===== src/rtl/mtl_avalon_cmd_master_if.sv =====
// Command stream, response pulse and Avalon-MM initiator signals of the MTL command master.
// The master modport is the initiator's view; slave is the view of whatever sits around it.
interface mtl_avalon_cmd_master_if #(
  parameter int ADDR_W = 8,
  parameter int DATA_W = 32
);
  logic              iCMD_valid;
  logic              oCMD_ready;
  logic              iCMD_write;
  logic [ADDR_W-1:0] iCMD_address;
  logic [DATA_W-1:0] iCMD_wdata;

  logic              oRSP_valid;
  logic [DATA_W-1:0] oRSP_rdata;
  logic              oRSP_timeout;
  logic              oBusy;

  logic [ADDR_W-1:0] oAvalon_address;
  logic              oAvalon_read;
  logic              oAvalon_write;
  logic [DATA_W-1:0] oAvalon_writedata;
  logic              iAvalon_waitrequest;
  logic [DATA_W-1:0] iAvalon_readdata;

  modport master (
    input  iCMD_valid, iCMD_write, iCMD_address, iCMD_wdata,
    input  iAvalon_waitrequest, iAvalon_readdata,
    output oCMD_ready, oRSP_valid, oRSP_rdata, oRSP_timeout, oBusy,
    output oAvalon_address, oAvalon_read, oAvalon_write, oAvalon_writedata
  );

  modport slave (
    output iCMD_valid, iCMD_write, iCMD_address, iCMD_wdata,
    output iAvalon_waitrequest, iAvalon_readdata,
    input  oCMD_ready, oRSP_valid, oRSP_rdata, oRSP_timeout, oBusy,
    input  oAvalon_address, oAvalon_read, oAvalon_write, oAvalon_writedata
  );
endinterface


===== src/rtl/mtl_avalon_cmd_master.sv =====
// Avalon-MM initiator for the MTL register slave: buffers valid/ready commands in a FIFO and
// issues them one at a time, honouring waitrequest, fixed read latency and a stall timeout.
module mtl_avalon_cmd_master #(
  parameter int ADDR_W       = 8,
  parameter int DATA_W       = 32,
  parameter int READ_LATENCY = 1,
  parameter int FIFO_DEPTH   = 4,
  parameter int TIMEOUT      = 255
) (
  input  logic                    iCLK,
  input  logic                    iRST_n,
  mtl_avalon_cmd_master_if.master bus
);

  localparam int PTR_W  = (FIFO_DEPTH > 1) ? $clog2(FIFO_DEPTH) : 1;
  localparam int CNT_W  = $clog2(FIFO_DEPTH + 1);
  localparam int WAIT_W = $clog2(TIMEOUT + 1);
  localparam int LAT_W  = $clog2(READ_LATENCY + 1);

  typedef enum logic [1:0] {
    S_IDLE,
    S_ISSUE,
    S_RDWAIT,
    S_RESP
  } state_t;

  logic              r_fifoWrite [FIFO_DEPTH];
  logic [ADDR_W-1:0] r_fifoAddr  [FIFO_DEPTH];
  logic [DATA_W-1:0] r_fifoData  [FIFO_DEPTH];
  logic [PTR_W-1:0]  r_wrPtr;
  logic [PTR_W-1:0]  r_rdPtr;
  logic [CNT_W-1:0]  r_count;
  logic              r_cmdReady;

  state_t            r_state;
  logic              r_isWrite;
  logic              r_avRead;
  logic              r_avWrite;
  logic [ADDR_W-1:0] r_avAddr;
  logic [DATA_W-1:0] r_avWdata;
  logic [WAIT_W-1:0] r_waitCnt;
  logic [LAT_W-1:0]  r_latCnt;
  logic              r_rspValid;
  logic              r_rspTimeout;
  logic [DATA_W-1:0] r_rspRdata;

  logic              w_push;
  logic              w_pop;
  logic [CNT_W-1:0]  w_countNext;
  logic              w_headWrite;
  logic [ADDR_W-1:0] w_headAddr;
  logic [DATA_W-1:0] w_headData;

  // Ready comes from a register so there is no combinational path from iCMD_valid.
  assign w_push      = bus.iCMD_valid & r_cmdReady;
  assign w_pop       = (r_state == S_IDLE) && (r_count != '0);
  assign w_headWrite = r_fifoWrite[r_rdPtr];
  assign w_headAddr  = r_fifoAddr[r_rdPtr];
  assign w_headData  = r_fifoData[r_rdPtr];

  always_comb begin
    w_countNext = r_count;
    if (w_push && !w_pop) begin
      w_countNext = r_count + CNT_W'(1);
    end else if (!w_push && w_pop) begin
      w_countNext = r_count - CNT_W'(1);
    end
  end

  always_ff @(posedge iCLK) begin
    if (w_push) begin
      r_fifoWrite[r_wrPtr] <= bus.iCMD_write;
      r_fifoAddr[r_wrPtr]  <= bus.iCMD_address;
      r_fifoData[r_wrPtr]  <= bus.iCMD_wdata;
    end
  end

  always_ff @(posedge iCLK or negedge iRST_n) begin
    if (!iRST_n) begin
      r_wrPtr    <= '0;
      r_rdPtr    <= '0;
      r_count    <= '0;
      r_cmdReady <= 1'b0;
    end else begin
      if (w_push) begin
        r_wrPtr <= r_wrPtr + PTR_W'(1);
      end
      if (w_pop) begin
        r_rdPtr <= r_rdPtr + PTR_W'(1);
      end
      r_count    <= w_countNext;
      r_cmdReady <= (w_countNext != CNT_W'(FIFO_DEPTH));
    end
  end

  // Bus strobes and response fields are registered straight out of the state machine.
  always_ff @(posedge iCLK or negedge iRST_n) begin
    if (!iRST_n) begin
      r_state      <= S_IDLE;
      r_isWrite    <= 1'b0;
      r_avRead     <= 1'b0;
      r_avWrite    <= 1'b0;
      r_avAddr     <= '0;
      r_avWdata    <= '0;
      r_waitCnt    <= '0;
      r_latCnt     <= '0;
      r_rspValid   <= 1'b0;
      r_rspTimeout <= 1'b0;
      r_rspRdata   <= '0;
    end else begin
      r_rspValid   <= 1'b0;
      r_rspTimeout <= 1'b0;
      case (r_state)
        S_IDLE: begin
          if (w_pop) begin
            r_isWrite <= w_headWrite;
            r_avRead  <= ~w_headWrite;
            r_avWrite <= w_headWrite;
            r_avAddr  <= w_headAddr;
            r_avWdata <= w_headWrite ? w_headData : '0;
            r_waitCnt <= '0;
            r_state   <= S_ISSUE;
          end
        end
        S_ISSUE: begin
          if (!bus.iAvalon_waitrequest) begin
            r_avRead  <= 1'b0;
            r_avWrite <= 1'b0;
            r_avAddr  <= '0;
            r_avWdata <= '0;
            r_waitCnt <= '0;
            if (r_isWrite) begin
              r_state <= S_IDLE;
            end else begin
              r_latCnt <= LAT_W'(1);
              r_state  <= S_RDWAIT;
            end
          end else if (r_waitCnt == WAIT_W'(TIMEOUT - 1)) begin
            // This edge is the TIMEOUT-th one seen with waitrequest high.
            r_avRead     <= 1'b0;
            r_avWrite    <= 1'b0;
            r_avAddr     <= '0;
            r_avWdata    <= '0;
            r_waitCnt    <= '0;
            r_rspValid   <= 1'b1;
            r_rspTimeout <= 1'b1;
            r_rspRdata   <= '0;
            r_state      <= S_RESP;
          end else begin
            r_waitCnt <= r_waitCnt + WAIT_W'(1);
          end
        end
        S_RDWAIT: begin
          if (r_latCnt == LAT_W'(READ_LATENCY)) begin
            r_rspValid <= 1'b1;
            r_rspRdata <= bus.iAvalon_readdata;
            r_state    <= S_RESP;
          end else begin
            r_latCnt <= r_latCnt + LAT_W'(1);
          end
        end
        S_RESP: begin
          r_state <= S_IDLE;
        end
        default: begin
          r_state <= S_IDLE;
        end
      endcase
    end
  end

  assign bus.oCMD_ready        = r_cmdReady;
  assign bus.oRSP_valid        = r_rspValid;
  assign bus.oRSP_rdata        = r_rspRdata;
  assign bus.oRSP_timeout      = r_rspTimeout;
  assign bus.oBusy             = (r_count != '0) || (r_state != S_IDLE);
  assign bus.oAvalon_address   = r_avAddr;
  assign bus.oAvalon_read      = r_avRead;
  assign bus.oAvalon_write     = r_avWrite;
  assign bus.oAvalon_writedata = r_avWdata;

endmodule


===== src/flat_wrapper.sv =====
// flat-port wrapper written by rule: the top's interface ports become plain ports
module mtl_avalon_cmd_master_flat 
#(
  parameter int ADDR_W       = 8,
  parameter int DATA_W       = 32,
  parameter int READ_LATENCY = 1,
  parameter int FIFO_DEPTH   = 4,
  parameter int TIMEOUT      = 255
)
  (iCLK, iRST_n, bus_iCMD_valid, bus_iCMD_write, bus_iCMD_address, bus_iCMD_wdata, bus_iAvalon_waitrequest, bus_iAvalon_readdata, bus_oCMD_ready, bus_oRSP_valid, bus_oRSP_rdata, bus_oRSP_timeout, bus_oBusy, bus_oAvalon_address, bus_oAvalon_read, bus_oAvalon_write, bus_oAvalon_writedata);
  mtl_avalon_cmd_master_if #(.ADDR_W(ADDR_W), .DATA_W(DATA_W)) bus_i ();
  input  logic iCLK;
  input  logic iRST_n;
  input wire logic [$bits(bus_i.iCMD_valid)-1:0] bus_iCMD_valid;
  input wire logic [$bits(bus_i.iCMD_write)-1:0] bus_iCMD_write;
  input wire logic [$bits(bus_i.iCMD_address)-1:0] bus_iCMD_address;
  input wire logic [$bits(bus_i.iCMD_wdata)-1:0] bus_iCMD_wdata;
  input wire logic [$bits(bus_i.iAvalon_waitrequest)-1:0] bus_iAvalon_waitrequest;
  input wire logic [$bits(bus_i.iAvalon_readdata)-1:0] bus_iAvalon_readdata;
  output wire logic [$bits(bus_i.oCMD_ready)-1:0] bus_oCMD_ready;
  output wire logic [$bits(bus_i.oRSP_valid)-1:0] bus_oRSP_valid;
  output wire logic [$bits(bus_i.oRSP_rdata)-1:0] bus_oRSP_rdata;
  output wire logic [$bits(bus_i.oRSP_timeout)-1:0] bus_oRSP_timeout;
  output wire logic [$bits(bus_i.oBusy)-1:0] bus_oBusy;
  output wire logic [$bits(bus_i.oAvalon_address)-1:0] bus_oAvalon_address;
  output wire logic [$bits(bus_i.oAvalon_read)-1:0] bus_oAvalon_read;
  output wire logic [$bits(bus_i.oAvalon_write)-1:0] bus_oAvalon_write;
  output wire logic [$bits(bus_i.oAvalon_writedata)-1:0] bus_oAvalon_writedata;
  assign bus_i.iCMD_valid = bus_iCMD_valid;
  assign bus_i.iCMD_write = bus_iCMD_write;
  assign bus_i.iCMD_address = bus_iCMD_address;
  assign bus_i.iCMD_wdata = bus_iCMD_wdata;
  assign bus_i.iAvalon_waitrequest = bus_iAvalon_waitrequest;
  assign bus_i.iAvalon_readdata = bus_iAvalon_readdata;
  assign bus_oCMD_ready = bus_i.oCMD_ready;
  assign bus_oRSP_valid = bus_i.oRSP_valid;
  assign bus_oRSP_rdata = bus_i.oRSP_rdata;
  assign bus_oRSP_timeout = bus_i.oRSP_timeout;
  assign bus_oBusy = bus_i.oBusy;
  assign bus_oAvalon_address = bus_i.oAvalon_address;
  assign bus_oAvalon_read = bus_i.oAvalon_read;
  assign bus_oAvalon_write = bus_i.oAvalon_write;
  assign bus_oAvalon_writedata = bus_i.oAvalon_writedata;
  mtl_avalon_cmd_master #(.ADDR_W(ADDR_W), .DATA_W(DATA_W), .READ_LATENCY(READ_LATENCY), .FIFO_DEPTH(FIFO_DEPTH), .TIMEOUT(TIMEOUT)) u_core (.iCLK(iCLK), .iRST_n(iRST_n), .bus(bus_i));
endmodule

===== config.mk =====
export PLATFORM = sky130hd
export DESIGN_NAME = mtl_avalon_cmd_master_flat
export DESIGN_NICKNAME = d
export VERILOG_FILES = /design/src/rtl/mtl_avalon_cmd_master_if.sv /design/src/rtl/mtl_avalon_cmd_master.sv /design/src/flat_wrapper.sv
export SDC_FILE = /design/constraint.sdc
export NUM_CORES = 1
export LEC_CHECK = 0
export BUFFER_PORTS_ARGS = -buffer_cell sky130_fd_sc_hd__buf_2
export CORE_MARGIN = 4
export CORE_UTILIZATION = 60
export DETAILED_ROUTE_END_ITERATION = 10
export HOLD_SLACK_MARGIN = 0.05
export PLACE_DENSITY = 0.89
export SETUP_SLACK_MARGIN = 0.02
export SYNTH_ARGS = -nofsm -noshare
export SYNTH_HDL_FRONTEND = slang
export SYNTH_SLANG_ARGS = --single-unit

===== constraint.sdc =====
create_clock -name iCLK -period 5.35 [get_ports iCLK]
set_input_delay 0.535 -clock iCLK [delete_from_list [all_inputs] [get_ports iCLK]]
set_output_delay 0.535 -clock iCLK [all_outputs]
set_load 0.005 [all_outputs]

==> results.cfg <==
[layout]
synthToLayoutAreaGrowth_pct = 17.8
seq_area_um2 = 7330
n_fill_cell = 928
drive_gt1_share_pct = 35.9
instances_no_fill = 909
fin_nets = 764
num_antenna_cells = 0
post-route-util_pct = 72.6
multi_input_area_um2 = 2310

[cts]
clock-sinks = 260
post_cts_resized = 0
clk_path_buf_depth = 3
cts_tree = built
cts_setup_buffers = 0
cts_made_buffers = 25
cts.reportedPaths.clkPinSlew_ns = 0.06
insertion_delay_ns = 0.53
htree_levels = 1
clock-root-buffer = clkbuf_16

[pwr]
power_leakage_nw = 4.70
powerDensity_nw_per_um2 = 578
combinationalPowerShare_pct = 27.6
p_sw_share_pct = 30.4
clkPwrFrac_pct = 26.2
p_int_mw = 4.66
pwr-share-seq_pct = 46.2
p_switching_mw = 2.03
p_total_mw = 6.69
ir_drop_v = 0.000332

[grt]
grt_max_degree = 63
grt_pass1_wl_um = 31300
grt_usage_pct = 22.1
overflow = 0
grt_pass1_vias = 5708
grt_antenna_before_repair = 1

[min_path]
hp-class = primary input to register
hold_depth = 1

[logic_synthesis]
yosysSeqAreaShare_pct = 74.6
netlist_area_um2 = 9830
synth_edf_count = 164
synth-main-ff-cell = edfxtp_1
syn_inst = 519
ys_types = 45
syn_avg_cell_area_um2 = 18.9
ys_seq_elements = 260
yosysWarningCount = 0
ys_async_sr_fraction_pct = 36.9
syn-num-nets = 608

[drt]
vias = 5322
totalWireLength_um = 20000
ant_nets = 0
drt_iter0_markers = 391
via_per_inst = 5.85
firstDrtPassIters = 5
drc = 0
post_drt_wl_per_cell_um = 22.0

[timing]
setup_viol = 0
maxSlewHeadroom_pct = 17.6
setup-tns-final_ns = 0
tightest_slew_ns = 1.24
fmax_mhz = 347
fin_skew_ns = 0.0194
finalHoldViolations = 0
layout_min_cycle_time_ns = 2.88
grt_setup_unrepaired = no
period_share_pct = 53.8
drv_slew = 0

[floorplan]
die_w_um = 136
start_util_pct = 61.6
dieArea_um2 = 18500
num_io_pins = 155
die_h_um = 136
coreArea_um2 = 15900
row_count = 46

[placed_design]
gp_congestion = 0.835
io_buffers = 154
place_inst = 863
hpwl_um = 12200

[run_status]
status = finished clean

[setup_path]
crit_path_start_kind = register
crit_fanout = 43
worst_path_max_delay_cell = nand2_2
worstPathRequired_ns = 5.74
crit_buf_inv = 1
slowest_delay_ns = 0.67
cp_cell_sequence = inv_1 > ha_1 > nand3b_1 > o21a_1 > nand2_2 > a22o_1
path_delay_family = compound AO/OA/AOI/OAI gates
path_depth = 6
reg2reg_depth = 6
end_kind = register
arrival_ns = 3.27
path_class = register to register

[flow_run]
drv_cap = 0
cell usage after synthesis (4+ instances only):
master	n	area, um^2
a22o_1	64	561
and3_1	7	43.8
buf_2	13	65.1
buf_4	4	30.0
buf_6	4	45.0
clkbuf_1	7	26.3
dfrtp_1	96	2400
edfxtp_1	164	4920
ha_1	12	150
inv_1	10	37.5
mux4_2	40	901
nand2_1	24	90.1
nand3_1	5	25.0
nand3b_1	9	67.6
nor2_1	9	33.8
o21ai_0	4	20.0
o31ai_1	4	30.0
xnor2_1	6	52.6
xor2_1	5	43.8
worst paths after layout:
path	slack, ns	endpoint	from
worst max-delay path	2.47	u_core.bus.oAvalon_writedata[23]$_DFFE_PN0P_	u_core.r_state[0]$_DFFE_PN0P_
worst min-delay path	0.22	u_core.r_fifoData[1][23]$_DFFE_PP_	bus_iCMD_wdata[23]
worst max register to register	2.47	u_core.bus.oAvalon_writedata[23]$_DFFE_PN0P_	u_core.r_state[0]$_DFFE_PN0P_
worst min register to register	0.49	u_core.r_latCnt$_DFFE_PN0P_	u_core.r_latCnt$_DFFE_PN0P_
max in group asynchronous	3.66	u_core.bus.oRSP_rdata[10]$_DFFE_PN0P_	iRST_n
min in group asynchronous	0.54	u_core.bus.oAvalon_address[6]$_DFFE_PN0P_	iRST_n
registers in the layout, indices dropped and copies added, names as in the netlist, 2 cells and up, named ones only:
signal                        flops
u_core.r_waitCnt                  8
u_core.r_fifoWrite                4
u_core.r_count                    3
u_core.r_wrPtr                    2
u_core.bus.oAvalon_address        8
u_core.bus.oRSP_rdata            32
u_core.r_fifoAddr                32
u_core.bus.oAvalon_writedata     32
u_core.r_rdPtr                    2
u_core.r_fifoData               128
cells by family (layout without fill, tap and decap cells):
group | count (synthesis) | count (layout) | share of synthesized area (%)
fa+ha+maj | 12 | 12 | 1.53
compound gates | 86 | 86 | 7.26
simple gates | 68 | 68 | 3.84
mux | 44 | 44 | 9.76
buf+inv | 38 | 212 | 2.08
xor+xnor | 11 | 11 | 0.980
flops | 260 | 260 | 74.6
placed cells by master (no fill, tap or decap), drive strengths merged, types with 4 or more instances in the layout:
cell      n
xnor2     6
a22o     64
nor2      9
and3      7
o21ai     6
buf     156
clkbuf   35
xor2      5
clkinv    7
mux4     41
nand3     5
o31ai     4
inv      11
dfrtp    96
ha       12
edfxtp  164
nand2    25
nand3b    9
through the flow:
step | cell area [um^2] | setup slack, ns | hold slack, ns
after floorplan | 9830 | 3.31 | 0.239
after global placement | 10700 | 2.73 | 0.459
after detailed placement | 10700 | 2.51 | 0.464
after CTS | 11600 | 2.50 | 0.199
after global routing | 11600 | 2.26 | 0.209
final | 11600 | 2.47 | 0.220
power by group through the flow:
stage	combinational, mW	clock [mW]	sequential, mW
2_1_floorplan	1.41	0	2.93
4_1_cts	1.88	1.78	3.10
6_report	1.85	1.75	3.09
3_3_place_gp	1.74	0	3.10
3_5_place_dp	1.84	0	3.13
5_1_grt	2.02	1.87	3.16
per-layer routing:
layer  up-vias  GRT usage [%]  share of wire (%)
met4         2           5.26                2.2
met3        39           5.40                8.5
met5         -              0              0.065
met1      2692           29.8                 39
li1       2355              -                  -
met2       234           37.2                 50
timing repair:
| item | CTS | global route |
|---|---|---|
| hold endpoints to repair | 34 | 0 |
| setup endpoints to repair | 0 | 0 |
| hold buffers | 1 | 0 |
area by class of cell:
class                   instances  share of cell area (%)
repair buffers                157                    6.89
multi-input cells             221                    19.9
inverters                      10                   0.324
clock buffers                  35                    6.25
flip-flops and latches        260                    63.3
well taps                     216                    2.33
clock inverters                10                   0.940
Power figures use the tool's default switching activity.
